<file path="config.mk">
export PLATFORM = sky130hd
export DESIGN_NAME = vga_ram_arb
export DESIGN_NICKNAME = d
export VERILOG_FILES = /design/src/rtl/vga_ram_arb.sv
export SDC_FILE = /design/constraint.sdc
export NUM_CORES = 1
export LEC_CHECK = 0
export BUFFER_PORTS_ARGS = -buffer_cell sky130_fd_sc_hd__clkbuf_2
export CAP_MARGIN = 20
export CORE_UTILIZATION = 55
export DETAILED_ROUTE_END_ITERATION = 7
export HOLD_SLACK_MARGIN = 0.03
export PLACE_DENSITY = 0.89
export SYNTH_ARGS = -nofsm -noshare
export SYNTH_HDL_FRONTEND = slang
export SYNTH_SLANG_ARGS = --single-unit
</file>
<file path="constraint.sdc">
create_clock -name i_clk -period 2.6 [get_ports i_clk]
set_input_delay 0.26 -clock i_clk [delete_from_list [all_inputs] [get_ports i_clk]]
set_output_delay 0.26 -clock i_clk [all_outputs]
set_load 0.05 [all_outputs]
</file>
<file path="src/rtl/vga_ram_arb.sv">
`default_nettype none
// ============================================================================
// Module  : vga_ram_arb
// Brief   : Single-port frame-RAM arbiter; scanout reads have absolute
//           priority, writer traffic drains from a small FIFO into idle slots.
// Revision: 1.0
// ============================================================================
module vga_ram_arb #(
  parameter int AW         = 13,
  parameter int DW         = 6,
  parameter int FIFO_DEPTH = 4,
  parameter int STARVE_MAX = 64
) (
  input  logic          i_clk,
  input  logic          i_nrst,
  input  logic          i_rd_req,
  input  logic [AW-1:0] i_rd_addr,
  output logic          o_rd_valid,
  output logic [DW-1:0] o_rd_data,
  input  logic          i_wr_valid,
  input  logic [AW-1:0] i_wr_addr,
  input  logic [DW-1:0] i_wr_data,
  output logic          o_wr_ready,
  output logic          o_busy,
  output logic          o_starve,
  input  logic          i_starve_clr,
  output logic          o_ram_en,
  output logic          o_ram_we,
  output logic [AW-1:0] o_ram_addr,
  output logic [DW-1:0] o_ram_wdata,
  input  logic [DW-1:0] i_ram_rdata
);

  localparam int PW = (FIFO_DEPTH > 1) ? $clog2(FIFO_DEPTH) : 1;
  localparam int CW = PW + 1;
  localparam int SW = $clog2(STARVE_MAX + 1);
  localparam logic [CW-1:0] c_full_count = CW'(FIFO_DEPTH);
  localparam logic [SW-1:0] c_starve_max = SW'(STARVE_MAX);

  logic [AW-1:0] r_fifo_addr [FIFO_DEPTH];
  logic [DW-1:0] r_fifo_data [FIFO_DEPTH];
  logic [PW-1:0] r_wptr;
  logic [PW-1:0] r_rptr;
  logic [CW-1:0] r_count;
  logic [CW-1:0] w_count_nxt;
  logic          r_rd_valid;
  logic [SW-1:0] r_starve_cnt;
  logic [SW-1:0] w_starve_nxt;
  logic          r_starve;
  logic          w_empty;
  logic          w_push;
  logic          w_pop;
  logic          w_starve_set;

  assign w_empty    = (r_count == '0);
  // Ready comes only from the registered count, so a full FIFO refuses even
  // in a cycle where it pops.
  assign o_wr_ready = (r_count != c_full_count);
  assign w_push     = i_wr_valid & o_wr_ready;
  assign w_pop      = ~i_rd_req & ~w_empty;
  assign o_busy     = ~w_empty;

  // RAM port is forced idle while reset is held, even if a read is requested.
  assign o_ram_en    = i_nrst & (i_rd_req | ~w_empty);
  assign o_ram_we    = i_nrst & w_pop;
  assign o_ram_addr  = i_rd_req ? i_rd_addr : r_fifo_addr[r_rptr];
  assign o_ram_wdata = r_fifo_data[r_rptr];

  assign o_rd_valid = r_rd_valid;
  assign o_rd_data  = i_ram_rdata;
  assign o_starve   = r_starve;

  always_ff @(posedge i_clk) begin
    if (w_push) begin
      r_fifo_addr[r_wptr] <= i_wr_addr;
      r_fifo_data[r_wptr] <= i_wr_data;
    end
  end

  always_comb begin
    w_count_nxt = r_count;
    case ({w_push, w_pop})
      2'b10:   w_count_nxt = r_count + CW'(1);
      2'b01:   w_count_nxt = r_count - CW'(1);
      default: w_count_nxt = r_count;
    endcase
  end

  always_ff @(posedge i_clk or negedge i_nrst) begin
    if (!i_nrst) begin
      r_wptr     <= '0;
      r_rptr     <= '0;
      r_count    <= '0;
      r_rd_valid <= 1'b0;
    end else begin
      if (w_push) r_wptr <= r_wptr + PW'(1);
      if (w_pop)  r_rptr <= r_rptr + PW'(1);
      r_count    <= w_count_nxt;
      r_rd_valid <= i_rd_req;
    end
  end

  // A non-empty FIFO without a write grant means a read displaced it.
  always_comb begin
    w_starve_nxt = r_starve_cnt;
    if (w_empty || w_pop) begin
      w_starve_nxt = '0;
    end else if (r_starve_cnt != c_starve_max) begin
      w_starve_nxt = r_starve_cnt + SW'(1);
    end
  end

  assign w_starve_set = (w_starve_nxt == c_starve_max);

  always_ff @(posedge i_clk or negedge i_nrst) begin
    if (!i_nrst) begin
      r_starve_cnt <= '0;
      r_starve     <= 1'b0;
    end else begin
      r_starve_cnt <= w_starve_nxt;
      if (w_starve_set) begin
        r_starve <= 1'b1;
      end else if (i_starve_clr) begin
        r_starve <= 1'b0;
      end
    end
  end

endmodule
`default_nettype wire
</file>
# Word level (Yosys, flattened, before mapping)
# Memory sizes are Yosys's and may differ from the RTL's.
# Index checks and enable logic that the tools add are counted.
# op_classes
addsub,5
n_eq_ne,5
mux,8
n_bitwise,7
reduce_logical,4
# ops
op,n
7-bit two-way mux,2
13-bit two-way mux,1
7-bit by 1-bit adder with 7-bit output (second input constant),1
7-bit == test (second input constant),1
7-bit inequality test (second input constant),1
3-bit one-hot mux with 2 select lines,1
2-bit by 1-bit adder with 2-bit output (second input constant),2
1-bit bitwise AND,4
1-bit two-way mux,4
2-bit nonzero test,2
3-bit by 1-bit adder with 3-bit output (second input constant),1
3-bit logical NOT,1
3-bit inequality test (second input constant),1
3-bit by 1-bit subtractor with 3-bit output (second input constant),1
2-bit by 1-bit == test with 1-bit output (second input constant),1
2-bit == test (second input constant),1
1-bit NOT,2
1-bit logical OR,1
1-bit bitwise OR,1
# word_totals
reg_bits,16
ramBits,76
input_bits,43
out_inout_bits,31
wordCells,37
n_memories,2
# memory_table
name,words,width,read_ports,rd_ports_with_merged_regs,write_ports,line_no,rtl
r_fifo_addr,4,13,1,0,1,40,logic [AW-1:0] r_fifo_addr [FIFO_DEPTH];
r_fifo_data,4,6,1,0,1,41,logic [DW-1:0] r_fifo_data [FIFO_DEPTH];

# Depth between registers and ports, before layout
# Gate-level depths: netlist (run 1).
# logic_depth
depth_word,7
ltp_mapped,10
ltp_nobuf,10

# Worst setup path before layout (run 1)
# Ideal clock, no wire load.
# synth_timing
path_type,register -> register
startpoint,reg r_count[0]
endpoint,reg r_count[2]
setup_time_ns,0.079
arrival_time_ns,2.346
required_time_ns,2.521
path_slack_ns,0.175
stages_incl_launch_ff,11
n_path_buf,0
synth_period_minus_slack_ns,2.425
path_cell_list,dfrtp_1 > inv_1 > nand3_1 > and2_1 > inv_1 > ha_1 > inv_1 > fa_1 > xor2_1 > nor2_1 > xor2_1
# synth_via
elab_cells_between_ends,11
cone_classes,2 x add/sub; 3 x eq/ne; 1 x mux; 3 x bitwise; 2 x reduce/logical
# synth_lines
item,line_no,rtl
start: declaration,44,logic [CW-1:0] r_count;
start signal: assignment,98,r_count <= w_count_nxt;
3-bit inequality test (*),58,assign o_wr_ready = (r_count != c_full_count);
named net o_wr_ready,23,"output logic o_wr_ready,"
1-bit bitwise AND (*),59,assign w_push = i_wr_valid & o_wr_ready;
2-bit by 1-bit == test with 1-bit output / 2-bit == test (equally long branches),82,"case ({w_push, w_pop})"
3-bit one-hot mux with 2 select lines / 2-bit nonzero test (equally long branches),-,
# Mark *: on every way through the listed nets, which the timed path passes. The rest lies on a longest branch.
# A chain may end at the register's enable or synchronous reset.

# Final worst setup path (run 1)
# layout_timing
startpoint,reg r_rptr[0]
endpoint,out o_ram_addr[11]
# layout_via
elab_chain_cells,2
# layout_rtl
item,line_no,rtl
start: declaration,43,logic [PW-1:0] r_rptr;
start signal: assignment,97,if (w_pop) r_rptr <= r_rptr + PW'(1);
memory read 4 x 13 bit,-,
13-bit two-way mux,66,assign o_ram_addr = i_rd_req ? i_rd_addr : r_fifo_addr[r_rptr];
end: declaration,29,"output logic [AW-1:0] o_ram_addr,"
# Every way passes these cells.

==> results of run 1 <==
[layout by cell type (no fill, tap or decap)]
cell type	Yosys	final
clkbuf_8	1	9
inv_1	8	8
dlygate4sd3_1	0	1
a311oi_2	1	1
o41ai_2	1	1
or3_1	1	1
inv_6	0	2
nor3_2	1	1
nand2b_1	1	1
or3_4	2	2
nor2b_1	1	1
clkinv_1	0	2
nor3_1	2	2
xor2_1	8	8
nor2_1	9	9
clkinv_4	0	2
and2_1	2	2
xnor2_1	5	5
and3_1	4	4
clkinvlp_4	0	1
edfxtp_1	76	76
ha_1	7	7
fa_1	1	1
mux2_2	14	14
nand2_1	3	3
a311oi_1	1	1
dfrtp_1	16	16
nand3_1	5	5
and3_2	1	1
mux2i_1	2	2
buf_4	6	10
clkbuf_2	0	61
nor4b_1	1	1
a211o_1	1	1
nand4_1	2	2
mux4_2	19	19
o21a_1	1	1
nand2_2	1	1
[layout make-up]
| cell class | count | area (sq um) |
|---|---|---|
| sequential | 92 | 2680 |
| fill | 470 | 2310 |
| multi-input combinational | 97 | 1090 |
| timing repair buffer | 72 | 390 |
| clock buffer | 9 | 124 |
| tap | 96 | 120 |
| clock inverter | 7 | 50.0 |
| inverter | 8 | 30.0 |
[repair_timing]
item	4_1_cts	5_1_grt
hold endpoints to repair	16	0
buffers inserted	0	0
resized for setup	0	0
hold buffers	1	0
[stage by stage]
stage / instances / instance area, sq um / total power [mW] / setup WS [ns] / util [%]
detailed placement: 364 / 4300 / 4.02 / 0.514 / 63.3
CTS: 381 / 4480 / 4.85 / 0.135 / 66.0
global placement: 364 / 4300 / 3.97 / 0.543 / 63.3
finish: 381 / 4480 / 4.80 / 0.179 / 66.0
floorplan: 211 / 3890 / 3.58 / 0.175 / -
global route: 381 / 4480 / 5.04 / 0.0698 / 66.0
[per-layer routing]
metal / up-vias / global-route usage, %
li1: 955 / -
met1: 989 / 23.1
met2: 52 / 32.2
met3: 4 / 4.04
met4: 0 / 7.27
met5: - / 0
[report_power, final]
group / internal [mW] / total (mW) / switching, mW
logic: 0.714 / 1.90 / 1.18
registers: 1.93 / 2.07 / 0.138
clock network: 0.351 / 0.829 / 0.478
[cell families after synthesis]
family / count (synthesis) / synth area share (%)
buffers and inverters: 22 / 3.06
multiplexers: 35 / 15.6
adder cells (fa/ha/maj): 8 / 2.77
AO/OA/AOI/OAI: 5 / 1.45
AND/OR/NAND/NOR: 36 / 5.24
XOR/XNOR: 13 / 2.93
flip-flops: 92 / 69.0
[critical path, stage by stage (launching register included)]
cell and delay (ns):
dfrtp_1 0.55, buf_4 0.25, mux4_2 0.50, mux2_2 0.28, clkbuf_2 0.24
[registers in the layout, indices dropped and copies added, names as in the netlist]
signal        count
o_rd_valid        1
o_starve          1
r_count           3
r_fifo_addr      52
r_fifo_data      24
r_rptr            2
r_starve_cnt      7
r_wptr            2
[worst max path at each step]
stage,cells after the start,startpoint,to
final,4,r_rptr[0],o_ram_addr[11]
after global routing,4,r_rptr[0],o_ram_addr[11]
after CTS,4,r_rptr[0],o_ram_addr[8]
after detailed placement,10,r_count[0],r_count[2]
after global placement,8,r_count[2],r_count[2]
after floorplan,10,r_count[0],r_count[2]
==> summary.md, run 1 <==
| Metric | Value |
|---|---|
| Status | `finished clean` |
| Syn Nets | `262` |
| Hold path depth | `1` |
| Ratio of cells with drive above 1 in the final layout | `43.9%` |
| Pins over their slew limit | `0` |
| Worst hold slack | `0.130 ns` |
| CTS tree | `built` |
| Final setup viols | `0` |
| Syn-to-layout area delta | `15.3%` |
| Antenna violations before repair | `0` |
| Synth area leaders | `edfxtp_1, mux4_2, dfrtp_1, mux2_2, ha_1` |
| Iter 0 DRT Violations | `123` |
| Post-Syn Area per Cell | `18.4 sq um` |
| Yosys top cell by area | `edfxtp_1` |
| Clk Latency, worst-skew pair | `0.34 ns` |
| Number of synthesized register bits | `92` |
| Worst min-delay path class | `in2reg` |
| RSZ-0062 raised after global routing | `no` |
| Worst-margin pin slew | `0.451 ns` |
| Drt pass-1 iters | `5` |
| Top sig layer | `met4` |
| YS warnings | `0` |
| Worst-path clk slew | `0.09 ns` |
| Critical path peak fanout | `7` |
| Die Height | `86.1 um` |
| Mapped Cells | `211` |
| CP Launch Type | `flop` |
| Distinct cells, synth | `34` |
| Seq/Total Area, Yosys | `69.0%` |
| Root buf cell | `clkbuf_8` |
| Crit path DAT | `2.16 ns` |
| DRC | `0` |
| Nets@finish | `331` |
| Clock Sinks | `92` |
| Diodes inserted | `0` |
| Count leader, synth | `edfxtp_1` |
| Primary FF master, synth | `edfxtp_1` |
| Period Utilization, post-route | `93.1%` |
| Minimum clock period | `2.42 ns` |
| VDD IR max | `0.772 mV` |
| Crit end category | `primary output` |
| Initial Utilization | `57.2%` |
| Reg-to-Reg End | `r_count[2]` |
| Slew HR | `70.0%` |
| Drt via density | `5.25` |
| Core Rows | `30` |
| Reg2Reg Setup Slack | `0.50 ns` |
| Cell Area, Synth | `3890 sq um` |
| R2r startpoint | `r_count[0]` |
| Yosys top cell area share | `58.7%` |
| Met2 WL | `3380 um` |
| HPWL after DPL | `4350 um` |
| Final setup skew | `0.0123 ns` |
| Pleak | `1.73 nW` |
| Hold Path End | `r_fifo_addr[3][4]` |
| Worst path required time | `2.34 ns` |
| Clock tree buffer depth | `2` |
| Final wirelength | `6430 um` |
| Final Hold Viols | `0` |
| Max Clk Rate | `413 MHz` |
| Die Footprint | `7410 sq um` |
| Vias in the first global route | `2,027` |
| Worst Hold Launch | `i_wr_addr[4]` |
| Reg2Reg Depth | `10` |
| Synth cell count leaders | `edfxtp_1, mux4_2, dfrtp_1` |
| Wl on met1 | `2710 um` |
| Number of enable flip-flop cells after synthesis | `76` |
| Die W | `86.1 um` |
| # port buffers | `61` |
| Max cap viols | `0` |
| Post-Route Setup TNS | `0 ns` |
| Global-route wire length before repair | `9830 um` |
| Core Region | `6790 sq um` |
| Post-synth ARST share | `17.4%` |
| Largest net degree at the start of global routing | `20` |
| Setup CP Type | `reg2out` |
| Overflow after GRT | `0` |
| Routed Antenna Nets | `0` |
| H-tree Lvls | `3` |
| Avg WL per Cell | `16.9 um` |
| Overall Global Routing Usage | `18.6%` |
| DR WL met3 | `295 um` |
| Gpl congestion | `0.775` |
| Power density cells | `1070 nW/um^2` |
| Vias | `2,000` |
| Ports | `74` |
| Num CTS Buffers | `9` |
Note: power is estimated with default switching activity, not from simulation.
==> run 2: changes to the inputs <==
- BUFFER_PORTS_ARGS: -buffer_cell sky130_fd_sc_hd__clkbuf_2 -> not set
- CORE_UTILIZATION: 55 -> 45
- DONT_BUFFER_PORTS: not set -> 1
- PLACE_DENSITY: 0.89 -> 0.69
==> run 2 against run 1 <==
  * First-iteration DRC count is 6.5% higher
  * Sequential power hardly changed
  * Clock power grew 3.6%
  * Fmax increased by 9.5%
  * Register-to-register slack better by 0.14 ns
  * Worst setup slack better by 0.21 ns
  * Clock skew is 0.0052 ns higher
  * Sequential share of layout area increased by 1.2 points
  * Critical endpoint unchanged
==> summary.md, run 2 (synthesized netlist as in run 1, its figures left out) <==
| Metric | Value |
|---|---|
| RSZ-0062 raised after global routing | `no` |
| Num CTS Buffers | `9 (unchanged)` |
| Design Power | `4.74 mW (-1.3%)` |
| Worst min-delay path class | `in2reg` |
| Ports | `74 (unchanged)` |
| H-tree Lvls | `3 (unchanged)` |
| CP Buf/Inv Count | `1 (-1)` |
| Slowest CP cell | `mux4_2` |
| Die Footprint | `9020 sq um (+22%)` |
| Largest regs | `r_fifo_addr x52, r_fifo_data x24, r_starve_cnt x7` |
| Clock tree buffer depth | `2 (unchanged)` |
| R2r startpoint | `r_count[2]` |
| Global-route wire length before repair | `10,300 um (+4.5%)` |
| Crit path largest cell delay | `0.53 ns (-0.02 ns)` |
| # port buffers | `0 (-100%)` |
| Final setup skew | `0.0175 ns (+0.00524 ns)` |
| Vias in the first global route | `1,864 (-8.0%)` |
| CTS tree | `built` |
| Final setup viols | `0 (unchanged)` |
| Ratio of cells with drive above 1 in the final layout | `26.3% (-18 points)` |
| Die W | `95.0 um (+10%)` |
| Setup CP Type | `reg2out` |
| Overflow after GRT | `0 (unchanged)` |
| Fillcell total | `681 (+45%)` |
| Gpl congestion | `0.736 (-5.1%)` |
| Largest net degree at the start of global routing | `20 (unchanged)` |
| Vias | `1,841 (-8.0%)` |
| Die Height | `95.0 um (+10%)` |
| Clock Sinks | `92 (unchanged)` |
| Core Region | `8300 sq um (+22%)` |
| Placed inst area | `4010 sq um (-6.7%)` |
| Avg WL per Cell | `18.7 um (+11%)` |
| Critical path peak fanout | `10 (+3)` |
| Largest register FFs | `52 (unchanged)` |
| Most common cell after layout, fill and taps aside | `edfxtp_1` |
| Reg with most FFs | `r_fifo_addr` |
| Worst Hold Launch | `i_starve_clr` |
| Antenna violations before repair | `0 (unchanged)` |
| Worst-path clk slew | `0.10 ns (about the same)` |
| Pleak | `1.56 nW (-9.7%)` |
| Clk Latency, worst-skew pair | `0.35 ns (about the same)` |
| Slew HR | `48.8% (-21 points)` |
| Worst hold slack | `0.0926 ns (-0.0375 ns)` |
| HPWL after DPL | `4100 um (-5.8%)` |
| Crit-path cells | `buf_4 > mux4_2 > mux2_2` |
| Final wirelength | `6520 um (+1.4%)` |
| Minimum clock period | `2.21 ns (-0.211 ns)` |
| Max Clk Rate | `453 MHz (+9.5%)` |
| Drt via density | `5.29 (+0.78%)` |
| Most frequent cells in the layout | `edfxtp_1, dlygate4sd3_1, mux4_2, dfrtp_1, mux2_2` |
| Post-Layout Inst Area | `4400 sq um (-2.0%)` |
| Period Utilization, post-route | `85.0% (-8.1 points)` |
| Drt pass-1 iters | `4 (-1)` |
| Post-Route Setup TNS | `0 ns (unchanged)` |
| Top Family by Delay on Critical Path | `multiplexers` |
| CP Launch Type | `flop` |
| Critical Path Source | `r_rptr[0]` |
| Root buf cell | `clkbuf_8` |
| Routed Antenna Nets | `0 (unchanged)` |
| Power density cells | `1080 nW/um^2 (+0.73%)` |
| Syn-to-layout area delta | `13.0%` |
| Final Hold Viols | `0 (unchanged)` |
| Max cap viols | `0 (unchanged)` |
| DRC | `0 (unchanged)` |
| Fin util | `53.0% (-13 points)` |
| Initial Utilization | `46.9% (-10 points)` |
| VDD IR max | `0.467 mV (-39%)` |
| Crit path DAT | `1.95 ns (-0.21 ns)` |
| Crit end category | `primary output` |
| Worst-margin pin slew | `0.765 ns (+0.315 ns)` |
| Status | `finished clean` |
| Core Rows | `33 (+10%)` |
| Pins over their slew limit | `0 (unchanged)` |
| Overall Global Routing Usage | `16.4% (-2.2 points)` |
| Iter 0 DRT Violations | `131 (+6.5%)` |
| Post-CTS setup buffer count | `0 (unchanged)` |
| Worst path required time | `2.34 ns (about the same)` |
| Nets@finish | `289 (-13%)` |
| Diodes inserted | `0 (unchanged)` |
-- run 2: cell count changes in the layout (fill, tap and decap cells not counted), sizes merged --
cell and change:
buf -1, clkbuf -60, clkinv -2, dlygate4sd3 +20, inv +1
-- run 2: cell type report --
class	instances	area, sq um	share of cell area, %
repair buffers	30	290	6.60
flip-flops and latches	92	2680	61.0
clock buffers	10	128	2.90
inverters	8	30.0	0.683
well taps	105	131	2.99
clock inverters	6	46.3	1.05
multi-input cells	97	1090	24.7
-- run 2: worst reg2reg max path, delay by kind of cell, from the launching register on --
kind	cells	cell delay (ns)
XOR/XNOR	2	0.29
adder cells (fa/ha/maj)	2	0.63
buffers and inverters	1	0.06
flip-flops	1	0.39
AND/OR/NAND/NOR	3	0.51
-- run 2: routing by layer --
layer | routed length (um) | up-vias | track usage, %
met5 | 0 | - | 0
met4 | 95 | 0 | 7.32
met3 | 480 | 7 | 5.31
met2 | 3250 | 58 | 25.8
met1 | 2700 | 914 | 20.8
li1 | - | 862 | -
-- run 2: per-stage QoR --
stage	std cells	setup slack, ns
after floorplan	211	0.175
after global placement	311	0.682
after detailed placement	311	0.632
after CTS	348	0.333
after global routing	348	0.297
final	348	0.390
-- run 2: final timing paths --
kind | endpoint | slack, ns | cells after the start
worst max-delay path | o_ram_addr[11] | 0.39 | 3
worst min register to register | r_count[2] | 0.50 | 1
worst max register to register | r_count[2] | 0.64 | 8
min in group asynchronous | o_starve | 0.41 | 1
worst min-delay path | o_starve | 0.09 | 2
max in group asynchronous | r_rptr[1] | 1.70 | 1
-- run 2: what timing repair did --
| item | 4_1_cts | 5_1_grt |
|---|---|---|
| endpoints found under the hold margin | 93 | 0 |
| setup endpoints to repair | 0 | 0 |
| hold buffers | 21 | 0 |
| gates resized for setup | 0 | 0 |
-- run 2: report_power, final --
part | internal, mW | total (mW) | switching, mW
clock network | 0.358 | 0.859 | 0.501
logic | 0.647 | 1.78 | 1.14
registers | 1.93 | 2.09 | 0.160
==> run 3: changes to the inputs <==
- ABC_AREA: not set -> 1
- clock period: 2.6 -> 2.1 ns (I/O delays scaled with it)
==> run 3 against run 2 <==
  * Synthesized cell count increased by 68%
  * Largest power group is now combinational cells
  * Worst hold slack improved by 0.075 ns
  * Highest routed layer unchanged
  * Combinational power increased by 56%
  * Synthesized area increased by 2.0%
  * Clock power rose by 39%
  * Final area rose by 6.3%
  * Non-clock buffer count rose by 22
==> summary.md, run 3 <==
| Metric | Value |
|---|---|
| HPWL after DPL | `5070 um (+24%)` |
| Reg with most FFs | `r_fifo_addr` |
| Max Clk Rate | `498 MHz` |
| Max cap viols | `0 (unchanged)` |
| Wl on met1 | `3500 um (+30%)` |
| Count leader, synth | `nor2_1` |
| Crit path largest cell delay | `0.41 ns (-0.12 ns)` |
| Pins over their slew limit | `0 (unchanged)` |
| Number of synthesized register bits | `92 (unchanged)` |
| DRC | `0 (unchanged)` |
| Reg2Reg Depth | `11 (+3)` |
| Largest net degree at the start of global routing | `28 (+40%)` |
| CP Buf/Inv Count | `3 (+2)` |
| Post-Syn Area per Cell | `11.2 sq um (-39%)` |
| Final setup viols | `0 (unchanged)` |
| Worst-path clk slew | `0.09 ns (about the same)` |
| Primary FF master, synth | `edfxtp_1` |
| Hold path depth | `2 (unchanged)` |
| Drt pass-1 iters | `4 (unchanged)` |
| Minimum clock period | `2.01 ns` |
| Post-synth ARST share | `17.4% (unchanged)` |
| Vias in the first global route | `2,518 (+35%)` |
| Final setup skew | `0.0106 ns (-0.00690 ns)` |
| Clock Sinks | `92 (unchanged)` |
| Vias | `2,595 (+41%)` |
| Die Height | `95.9 um (+0.98%)` |
| Worst-margin pin slew | `1.08 ns (+0.317 ns)` |
| Antenna violations before repair | `0 (unchanged)` |
| Syn Nets | `405 (+55%)` |
| Worst hold slack | `0.168 ns (+0.0751 ns)` |
| Initial Utilization | `47.3% (+0.48 points)` |
| Worst path required time | `2.33 ns (about the same)` |
| Overflow after GRT | `0 (unchanged)` |
| Pleak | `1.81 nW (+16%)` |
| Synth area leaders | `edfxtp_1, dfrtp_1, nor2_1, o21ai_1, inv_1` |
| Final wirelength | `7780 um (+19%)` |
| Status | `finished clean` |
| Crit end category | `flop` |
| Seq/Total Area, Yosys | `67.6% (-1.4 points)` |
| Final Hold Viols | `0 (unchanged)` |
| # port buffers | `0 (unchanged)` |
| Slowest CP cell | `dfrtp_1` |
| Syn-to-layout area delta | `17.8%` |
| Largest regs | `r_fifo_addr x52, r_fifo_data x24, r_starve_cnt x7` |
| Largest register FFs | `52 (unchanged)` |
| YS warnings | `0 (unchanged)` |
| DR WL met3 | `424 um (-12%)` |
| Post-CTS setup buffer count | `0 (unchanged)` |
| Mapped Cells | `354 (+68%)` |
| Cell Area, Synth | `3970 sq um (+2.0%)` |
| Die Footprint | `9200 sq um (+2.0%)` |
| Iter 0 DRT Violations | `163 (+24%)` |
| Placed inst area | `4240 sq um (+5.8%)` |
| Die W | `95.9 um (+0.98%)` |
| Yosys top cell area share | `57.5% (-1.2 points)` |
| Num CTS Buffers | `9 (unchanged)` |
| VDD IR max | `0.865 mV (+85%)` |
| Nets@finish | `449 (+55%)` |
| RSZ-0062 raised after global routing | `no` |
| Met2 WL | `3780 um (+16%)` |
| Crit-path cells | `nor2_2 > buf_4 > nand2_2 > nand2_1 > inv_2 > ha_1 > inv_1 > fa_1 > a21oi_1 > o21ai_0 > xor2_1` |
| Ratio of cells with drive above 1 in the final layout | `16.1% (-10 points)` |
| Most frequent cells in the layout | `nor2_1, edfxtp_1, o21ai_1, buf_4, inv_1` |
| Root buf cell | `clkbuf_8` |
| Drt via density | `5.11 (-3.4%)` |
| CTS tree | `built` |
| Gpl congestion | `0.747 (+1.5%)` |
| H-tree Lvls | `3 (unchanged)` |
| Core Region | `8380 sq um (+1.0%)` |
| Top Family by Delay on Critical Path | `adder cells` |
| Setup CP Type | `reg2reg` |
| Clock tree buffer depth | `2 (unchanged)` |
| Diodes inserted | `0 (unchanged)` |
| Global-route wire length before repair | `12,200 um (+19%)` |
| Period Utilization, post-route | `95.5%` |
| Avg WL per Cell | `15.3 um (-18%)` |
| Post-Route Setup TNS | `0 ns (unchanged)` |
| Number of enable flip-flop cells after synthesis | `76 (unchanged)` |
| Slew HR | `27.8% (-21 points)` |
| Number of cells on the critical path | `11 (+8)` |
| Synth cell count leaders | `nor2_1, edfxtp_1, o21ai_1` |
| Post-Layout Inst Area | `4670 sq um (+6.3%)` |
| CP Launch Type | `flop` |
| Core Rows | `33 (unchanged)` |
| Top sig layer | `met4` |
| Clk Latency, worst-skew pair | `0.35 ns (about the same)` |
| Yosys top cell by area | `edfxtp_1` |
| Power density cells | `1390 nW/um^2 (+29%)` |
| Worst min-delay path class | `in2reg` |
| Most common cell after layout, fill and taps aside | `nor2_1` |
| Critical path peak fanout | `3 (-7)` |
| Ports | `74 (unchanged)` |
| Distinct cells, synth | `28 (-18%)` |
| Routed Antenna Nets | `0 (unchanged)` |
| Crit path DAT | `2.24 ns (+0.29 ns)` |
| Overall Global Routing Usage | `18.1% (+1.7 points)` |
| Fillcell total | `660 (-3.1%)` |
-- run 3: cell types whose count changed after synthesis, sizes merged, moves of 5 or more --
cell   previous run  this run
o22ai             0         6
mux2             14         0
nor2              9        94
a31oi             0        13
xor2              8         3
o21ai             0        41
mux4             19         0
nand2             4        26
and3              5         0
buf               9        14
inv               8        32
-- run 3: path summary, 6_finish.rpt --
check / slack [ns] / endpoint / from
hold reg to reg: 0.54 / r_count[0] / r_count[0]
setup reg to reg: 0.09 / r_count[2] / r_count[0]
setup / recovery: 0.09 / r_count[2] / r_count[0]
hold / removal: 0.17 / r_wptr[1] / i_wr_valid
max in group asynchronous: 1.26 / r_count[2] / i_nrst
min in group asynchronous: 0.36 / r_rptr[0] / i_nrst
-- run 3: metal layers --
metal,vias up,global-route usage (%)
met5,-,0
met1,1231,23.1
met3,10,5.45
li1,1290,-
met2,64,29.6
met4,0,5.85
-- run 3: what timing repair did --
item,in CTS,in global routing
gates resized for setup,0,0
hold buffers,22,0
hold endpoints to repair,94,0
-- run 3: cells by family (layout without fill, tap and decap cells) --
kind of cell / after synthesis / count (layout) / share of synthesized area, %
fa+ha+maj: 8 / 8 / 2.71
compound gates: 65 / 65 / 9.40
xor+xnor: 4 / 4 / 0.883
flops: 92 / 92 / 67.6
simple gates: 133 / 133 / 13.6
buf+inv: 52 / 101 / 5.77
-- run 3: cell type report --
type	instances	area, sq um	area share [%]
Sequential cell	92	2680	57.4
Clock buffer	10	128	2.73
Multi-Input combinational cell	210	1080	23.0
Timing Repair Buffer	52	462	9.88
Tap cell	105	131	2.81
Clock inverter	6	71.3	1.53
Inverter	33	124	2.65
-- run 3: stage by stage --
step	setup WS (ns)	cells	total power, mW	utilization (%)
final	0.0937	508	6.52	55.8
after global routing	0.00590	508	6.92	55.8
after global placement	0.174	469	5.27	50.6
after floorplan	0.0621	354	4.58	-
after detailed placement	0.113	469	5.34	50.6
after CTS	0.0922	507	6.57	55.6
-- run 3: report_power, final --
group / switching (mW) / internal [mW] / total (mW)
logic: 1.93 / 0.853 / 2.78
clock network: 0.630 / 0.561 / 1.19
registers: 0.158 / 2.39 / 2.55
total: 2.71 / 3.80 / 6.52
